[src/rtl/brc_resolve_if.sv]
// ============================================================================
// Module      : brc_resolve_if
// Description : EX-stage branch resolution bus between pipeline and resolver.
// Revision    : 1.0 - initial release
// ============================================================================
`default_nettype none

interface brc_resolve_if;
    logic        i_valid;
    logic        i_stall;
    logic        i_is_branch;
    logic        i_is_jump;
    logic [2:0]  i_funct3;
    logic        i_brc_less;
    logic        i_brc_equal;
    logic        i_pred_taken;
    logic [31:0] i_pc;
    logic [31:0] i_target;
    logic        o_brc_un;
    logic        o_redirect;
    logic [31:0] o_redirect_pc;
    logic        o_flush;
    logic        o_illegal;

    modport master (
        output i_valid, i_stall, i_is_branch, i_is_jump, i_funct3,
               i_brc_less, i_brc_equal, i_pred_taken, i_pc, i_target,
        input  o_brc_un, o_redirect, o_redirect_pc, o_flush, o_illegal
    );

    modport slave (
        input  i_valid, i_stall, i_is_branch, i_is_jump, i_funct3,
               i_brc_less, i_brc_equal, i_pred_taken, i_pc, i_target,
        output o_brc_un, o_redirect, o_redirect_pc, o_flush, o_illegal
    );
endinterface

`default_nettype wire

[src/rtl/brc_resolve.sv]
// ============================================================================
// Module      : brc_resolve
// Description : Branch resolution, mispredict redirect and fixed-length flush.
//               Optional statistics counters under BRC_RESOLVE_STATS_EN.
// Revision    : 1.0 - initial release
// ============================================================================
`default_nettype none

module brc_resolve #(
    parameter int unsigned FLUSH_CYCLES = 2
) (
    input  wire logic        i_clk,
    input  wire logic        i_rst_n,
    brc_resolve_if.slave     bus
`ifdef BRC_RESOLVE_STATS_EN
    ,
    output logic [31:0]      o_br_count,
    output logic [31:0]      o_mispred_count
`endif
);

    typedef enum logic [0:0] {
        S_IDLE  = 1'b0,
        S_FLUSH = 1'b1
    } state_t;

    localparam logic [3:0] c_CNT_LOAD = 4'(FLUSH_CYCLES - 1);

    state_t      r_state;
    logic [3:0]  r_cnt;
    logic        r_redirect;
    logic [31:0] r_redirect_pc;
    logic        r_flush;
    logic        r_illegal;

    logic        w_eval;
    logic        w_taken;
    logic        w_mis;
    logic        w_reserved;
    logic [31:0] w_corr_pc;

    assign bus.o_brc_un = bus.i_funct3[1] & bus.i_is_branch;

    always_comb begin
        w_taken    = 1'b0;
        w_reserved = 1'b0;
        if (bus.i_is_jump) begin
            w_taken = 1'b1;
        end else begin
            case (bus.i_funct3)
                3'b000:          w_taken = bus.i_brc_equal;
                3'b001:          w_taken = ~bus.i_brc_equal;
                3'b100, 3'b110:  w_taken = bus.i_brc_less;
                3'b101, 3'b111:  w_taken = ~bus.i_brc_less;
                default: begin
                    w_taken    = 1'b0;
                    w_reserved = bus.i_is_branch;
                end
            endcase
        end
    end

    assign w_eval    = bus.i_valid & ~bus.i_stall & (bus.i_is_branch | bus.i_is_jump)
                     & (r_state == S_IDLE);
    assign w_mis     = w_eval & (w_taken != bus.i_pred_taken);
    assign w_corr_pc = w_taken ? bus.i_target : (bus.i_pc + 32'd4);

    always_ff @(posedge i_clk or negedge i_rst_n) begin
        if (!i_rst_n) begin
            r_state       <= S_IDLE;
            r_cnt         <= 4'd0;
            r_redirect    <= 1'b0;
            r_redirect_pc <= 32'd0;
            r_flush       <= 1'b0;
            r_illegal     <= 1'b0;
        end else begin
            r_redirect <= 1'b0;
            r_illegal  <= w_eval & w_reserved;
            case (r_state)
                S_IDLE: begin
                    if (w_mis) begin
                        r_redirect    <= 1'b1;
                        r_redirect_pc <= w_corr_pc;
                        r_flush       <= 1'b1;
                        r_cnt         <= c_CNT_LOAD;
                        r_state       <= S_FLUSH;
                    end else begin
                        r_flush <= 1'b0;
                    end
                end
                // Counter runs through stalls: younger stages are dead either way.
                S_FLUSH: begin
                    if (r_cnt == 4'd0) begin
                        r_flush <= 1'b0;
                        r_state <= S_IDLE;
                    end else begin
                        r_cnt   <= r_cnt - 4'd1;
                        r_flush <= 1'b1;
                    end
                end
                default: begin
                    r_flush <= 1'b0;
                    r_state <= S_IDLE;
                end
            endcase
        end
    end

    assign bus.o_redirect    = r_redirect;
    assign bus.o_redirect_pc = r_redirect_pc;
    assign bus.o_flush       = r_flush;
    assign bus.o_illegal     = r_illegal;

`ifdef BRC_RESOLVE_STATS_EN
    always_ff @(posedge i_clk or negedge i_rst_n) begin
        if (!i_rst_n) begin
            o_br_count      <= 32'd0;
            o_mispred_count <= 32'd0;
        end else begin
            if (w_eval && (o_br_count != 32'hFFFF_FFFF)) begin
                o_br_count <= o_br_count + 32'd1;
            end
            if (w_mis && (o_mispred_count != 32'hFFFF_FFFF)) begin
                o_mispred_count <= o_mispred_count + 32'd1;
            end
        end
    end
`endif

endmodule

`default_nettype wire

[src/flat_wrapper.sv]
// flat-port wrapper written by rule: the top's interface ports become plain ports
module brc_resolve_flat 
#(
    parameter int unsigned FLUSH_CYCLES = 2
)
  (i_clk, i_rst_n, bus_i_valid, bus_i_stall, bus_i_is_branch, bus_i_is_jump, bus_i_funct3, bus_i_brc_less, bus_i_brc_equal, bus_i_pred_taken, bus_i_pc, bus_i_target, bus_o_brc_un, bus_o_redirect, bus_o_redirect_pc, bus_o_flush, bus_o_illegal);
  brc_resolve_if bus_i ();
  input  wire logic i_clk;
  input  wire logic i_rst_n;
  input wire logic [$bits(bus_i.i_valid)-1:0] bus_i_valid;
  input wire logic [$bits(bus_i.i_stall)-1:0] bus_i_stall;
  input wire logic [$bits(bus_i.i_is_branch)-1:0] bus_i_is_branch;
  input wire logic [$bits(bus_i.i_is_jump)-1:0] bus_i_is_jump;
  input wire logic [$bits(bus_i.i_funct3)-1:0] bus_i_funct3;
  input wire logic [$bits(bus_i.i_brc_less)-1:0] bus_i_brc_less;
  input wire logic [$bits(bus_i.i_brc_equal)-1:0] bus_i_brc_equal;
  input wire logic [$bits(bus_i.i_pred_taken)-1:0] bus_i_pred_taken;
  input wire logic [$bits(bus_i.i_pc)-1:0] bus_i_pc;
  input wire logic [$bits(bus_i.i_target)-1:0] bus_i_target;
  output wire logic [$bits(bus_i.o_brc_un)-1:0] bus_o_brc_un;
  output wire logic [$bits(bus_i.o_redirect)-1:0] bus_o_redirect;
  output wire logic [$bits(bus_i.o_redirect_pc)-1:0] bus_o_redirect_pc;
  output wire logic [$bits(bus_i.o_flush)-1:0] bus_o_flush;
  output wire logic [$bits(bus_i.o_illegal)-1:0] bus_o_illegal;
  assign bus_i.i_valid = bus_i_valid;
  assign bus_i.i_stall = bus_i_stall;
  assign bus_i.i_is_branch = bus_i_is_branch;
  assign bus_i.i_is_jump = bus_i_is_jump;
  assign bus_i.i_funct3 = bus_i_funct3;
  assign bus_i.i_brc_less = bus_i_brc_less;
  assign bus_i.i_brc_equal = bus_i_brc_equal;
  assign bus_i.i_pred_taken = bus_i_pred_taken;
  assign bus_i.i_pc = bus_i_pc;
  assign bus_i.i_target = bus_i_target;
  assign bus_o_brc_un = bus_i.o_brc_un;
  assign bus_o_redirect = bus_i.o_redirect;
  assign bus_o_redirect_pc = bus_i.o_redirect_pc;
  assign bus_o_flush = bus_i.o_flush;
  assign bus_o_illegal = bus_i.o_illegal;
  brc_resolve #(.FLUSH_CYCLES(FLUSH_CYCLES)) u_core (.i_clk(i_clk), .i_rst_n(i_rst_n), .bus(bus_i));
endmodule
[config.mk]
export PLATFORM = sky130hd
export DESIGN_NAME = brc_resolve_flat
export DESIGN_NICKNAME = d
export VERILOG_FILES = /design/src/rtl/brc_resolve_if.sv /design/src/rtl/brc_resolve.sv /design/src/flat_wrapper.sv
export SDC_FILE = /design/constraint.sdc
export NUM_CORES = 1
export LEC_CHECK = 0
export BUFFER_PORTS_ARGS = -buffer_cell sky130_fd_sc_hd__buf_2
export CAP_MARGIN = 20
export CORE_MARGIN = 2
export CORE_UTILIZATION = 48
export DETAILED_ROUTE_END_ITERATION = 12
export PLACE_DENSITY = 0.91
export SLEW_MARGIN = 25
export SYNTH_ARGS = -nofsm -noshare
export SYNTH_HDL_FRONTEND = slang
export SYNTH_SLANG_ARGS = --single-unit
export TNS_END_PERCENT = 100
[constraint.sdc]
create_clock -name i_clk -period 2.3 [get_ports i_clk]
set_input_delay 0 -clock i_clk [delete_from_list [all_inputs] [get_ports i_clk]]
set_output_delay 0 -clock i_clk [all_outputs]
set_load 0.05 [all_outputs]
==> metrics <==
WP data arrival=roughly 2.2 ns; footprint of the multi-input gates=1470 um^2; syn_area_per_cell=roughly 8.9 um^2; hpwl dp=about 5200 um; period utilization=between 90% and 100%; vias in the first global route=~2.4k; Rel. slew slack=about 43%; DIE WIDTH=76.9 um; FFs w/ async S/R, synth=between 90% and 100%; Synth Instances=286; share of the yosys chip area belonging to registers=38.2%; DRC viols=0; Port Buffers=111; final wirelength=7070 um; CTS tree=done; Leakage=1.63 nW; PD cells=1140 nW/um^2; crit-path max FO=26; number of vias per cell=5.55; Synth Flop Type=dfrtp_1; post-route ant nets=0; type of destination of the critical path=flop; Area growth syn-to-layout=35.4%; Total GRT Usage=24.1%; core area=5110 um^2; critical path class=reg2reg; Routability Congestion=between 0.8 and 0.9; Final Hold Fails=0; most area-consuming cells after synthesis=dfrtp_1, nand2_1, xnor2_1; pin count of the biggest net entering global routing=between 40 and 50; die area=just under 6000 um^2; Post-synth EDFFs=0; status=finished clean; area leader, netlist=dfrtp_1; Antenna Cells=0; clock tree buffer depth=2; drt first pass iters=4; final setup TNS=0 ns; GR Overflow Total=0; first-pass GRT wire length=between 10000 and 15000 um; Synth Cell Area=approximately 2600 um^2; Warnings, synthesis=0; maxcap violations=0; H-tree levels=2; number of vias in the routed layout=about 2.7k; post-DR wirelength/cell=about 15 um; Synth cell types=45; post-synth top area share=38.2%; die height=approximately 77 um; worst hold path class=in2reg; initial antenna violation count=0; worst slew pin tran=0.861 ns; CP startpoint kind=flop; number of nets in the layout=just under 500; FF+latch count, synth=39; fin crit period=approximately 2.1 ns; layout cell share with drive strength beyond 1=32.0%; worst clock skew=about 0.0037 ns; Root Driver=clkbuf_8; fin. max-slew vios=0; clk sinks=39; num ports=112; RSZ-0062 raised after global routing=false; Final setup viols=0; post-place setup slack=between 0.08 and 0.09 ns; Starting DRT DRC Count=approximately 170; CP required=between 2 and 2.5 ns; Net Count, Synth=roughly 360; Std-Cell Rows=26; FILL cells=between 400 and 500; clock-pin slew on the worst setup and hold paths=~0.070 ns; register area=976 um^2; Post-CTS Setup Inserts=0; clk_lat worst skew=0.29 ns; fmax=between 400 and 500 MHz; effective utilization at floorplan=50.0%; peak supply drop=~0.00069 V; Num CTS Buffers=5; final worst slack=around 0.23 ns
## metrics by stage
step | instance area [um^2] | hold slack [ns] | power [W] | instances | utilization (%)
floorplan | 2550 | -0.296 | 0.00271 | 286 | -
global placement | 3140 | 0.163 | 0.00318 | 458 | 61.5
detailed placement | 3140 | 0.172 | 0.00323 | 458 | 61.5
CTS | 3420 | 0.00394 | 0.00393 | 481 | 67.0
global route | 3460 | 0.0266 | 0.00414 | 482 | 67.7
finish | 3460 | 0.000692 | 0.00394 | 482 | 67.7
## flip-flops by register name, indices dropped and copies added, names as in the netlist
signal                    flops
u_core.bus.o_redirect_pc     32
u_core.r_cnt                  4
u_core.bus.o_illegal          1
u_core.bus.o_redirect         1
u_core.r_state                1
## layout by cell type (no fill, tap or decap), types with 2 or more instances in the layout
master,instances
a21oi_1,14
a221o_1,10
and2_1,2
and4_1,8
buf_2,111
buf_4,5
bufinv_16,2
clkbuf_8,5
dfrtp_1,39
dlygate4sd3_1,15
ha_1,2
inv_1,4
mux2i_1,12
nand2_1,47
nand3_1,26
nand3b_1,2
nand4_1,11
nor2_1,12
nor3_1,6
nor4_1,4
o211ai_1,5
o21ai_0,18
o22ai_1,2
or3_1,2
xnor2_1,16
xor2_1,10
## repair_timing
action,CTS,global route
setup endpoints to repair,0,2
hold buffers,15,0
endpoints found under the hold margin,53,0
gates resized for setup,0,1
## synthesized netlist by cell type, drive strengths merged, types with 10 or more instances
cell type / number
mux2i: 13
o21ai: 19
nand4: 12
xnor2: 16
a221o: 10
xor2: 10
a21oi: 14
dfrtp: 39
nand2: 48
nand3: 26
buf: 11
nor2: 12
## per-layer routing
layer	share of wire, %	up-vias	track usage, %
li1	-	1297	-
met1	42	1261	29.4
met2	51	104	43.3
met3	5.4	15	3.76
met4	1.9	0	7.45
met5	0	-	0
## worst max-delay path, cell delays in order, from the launching register on
cell	delay [ns]
dfrtp_1	0.46
or3b_2	0.56
nor3b_4	0.29
mux2i_4	0.25
buf_16	0.23
nand2_1	0.07
o21ai_0	0.08
## final timing paths
kind                                                          start                                       end  slack [ns]  cells after the start
setup / recovery                           u_core.r_state$_DFF_PN0_               u_core.r_cnt[3]$_DFFE_PN0P_        0.23                      6
hold / removal                                     bus_i_target[14]  u_core.bus.o_redirect_pc[14]$_DFFE_PN0P_      0.0007                      3
setup reg to reg                           u_core.r_state$_DFF_PN0_               u_core.r_cnt[3]$_DFFE_PN0P_        0.23                      6
hold reg to reg            u_core.bus.o_redirect_pc[14]$_DFFE_PN0P_  u_core.bus.o_redirect_pc[14]$_DFFE_PN0P_        0.48                      2
max in group asynchronous                                   i_rst_n               u_core.r_cnt[3]$_DFFE_PN0P_        1.40                      2
min in group asynchronous                                   i_rst_n  u_core.bus.o_redirect_pc[26]$_DFFE_PN0P_        0.35                      2
## cells by family (layout without fill, tap and decap cells)
logic type / after synthesis / count (layout) / synth area share [%]
and+or+nand+nor: 130 / 130 / 26.5
muxes: 14 / 14 / 6.18
DFF: 39 / 39 / 38.2
buffers and inverters: 18 / 144 / 4.26
xor gates and xnor gates: 26 / 26 / 8.92
AOI/OAI and AO/OA: 57 / 57 / 14.9
adders and majority gates: 2 / 2 / 0.980
## layout make-up
class	instances	share of cell area (%)
multi-input combinational	229	42.7
inverter	4	0.434
clock inverter	2	1.74
sequential	39	28.2
clock buffer	6	2.10
tap	70	2.53
timing repair buffer	132	22.3
## where the power goes
| group | internal, W | switching [W] | total [W] |
|---|---|---|---|
| clock network | 0.000434 | 0.000245 | 0.000679 |
| registers | 0.000996 | 0.000212 | 0.00121 |
| logic | 0.000560 | 0.00149 | 0.00205 |
| total | 0.00199 | 0.00195 | 0.00394 |
Power figures use the tool's default switching activity.
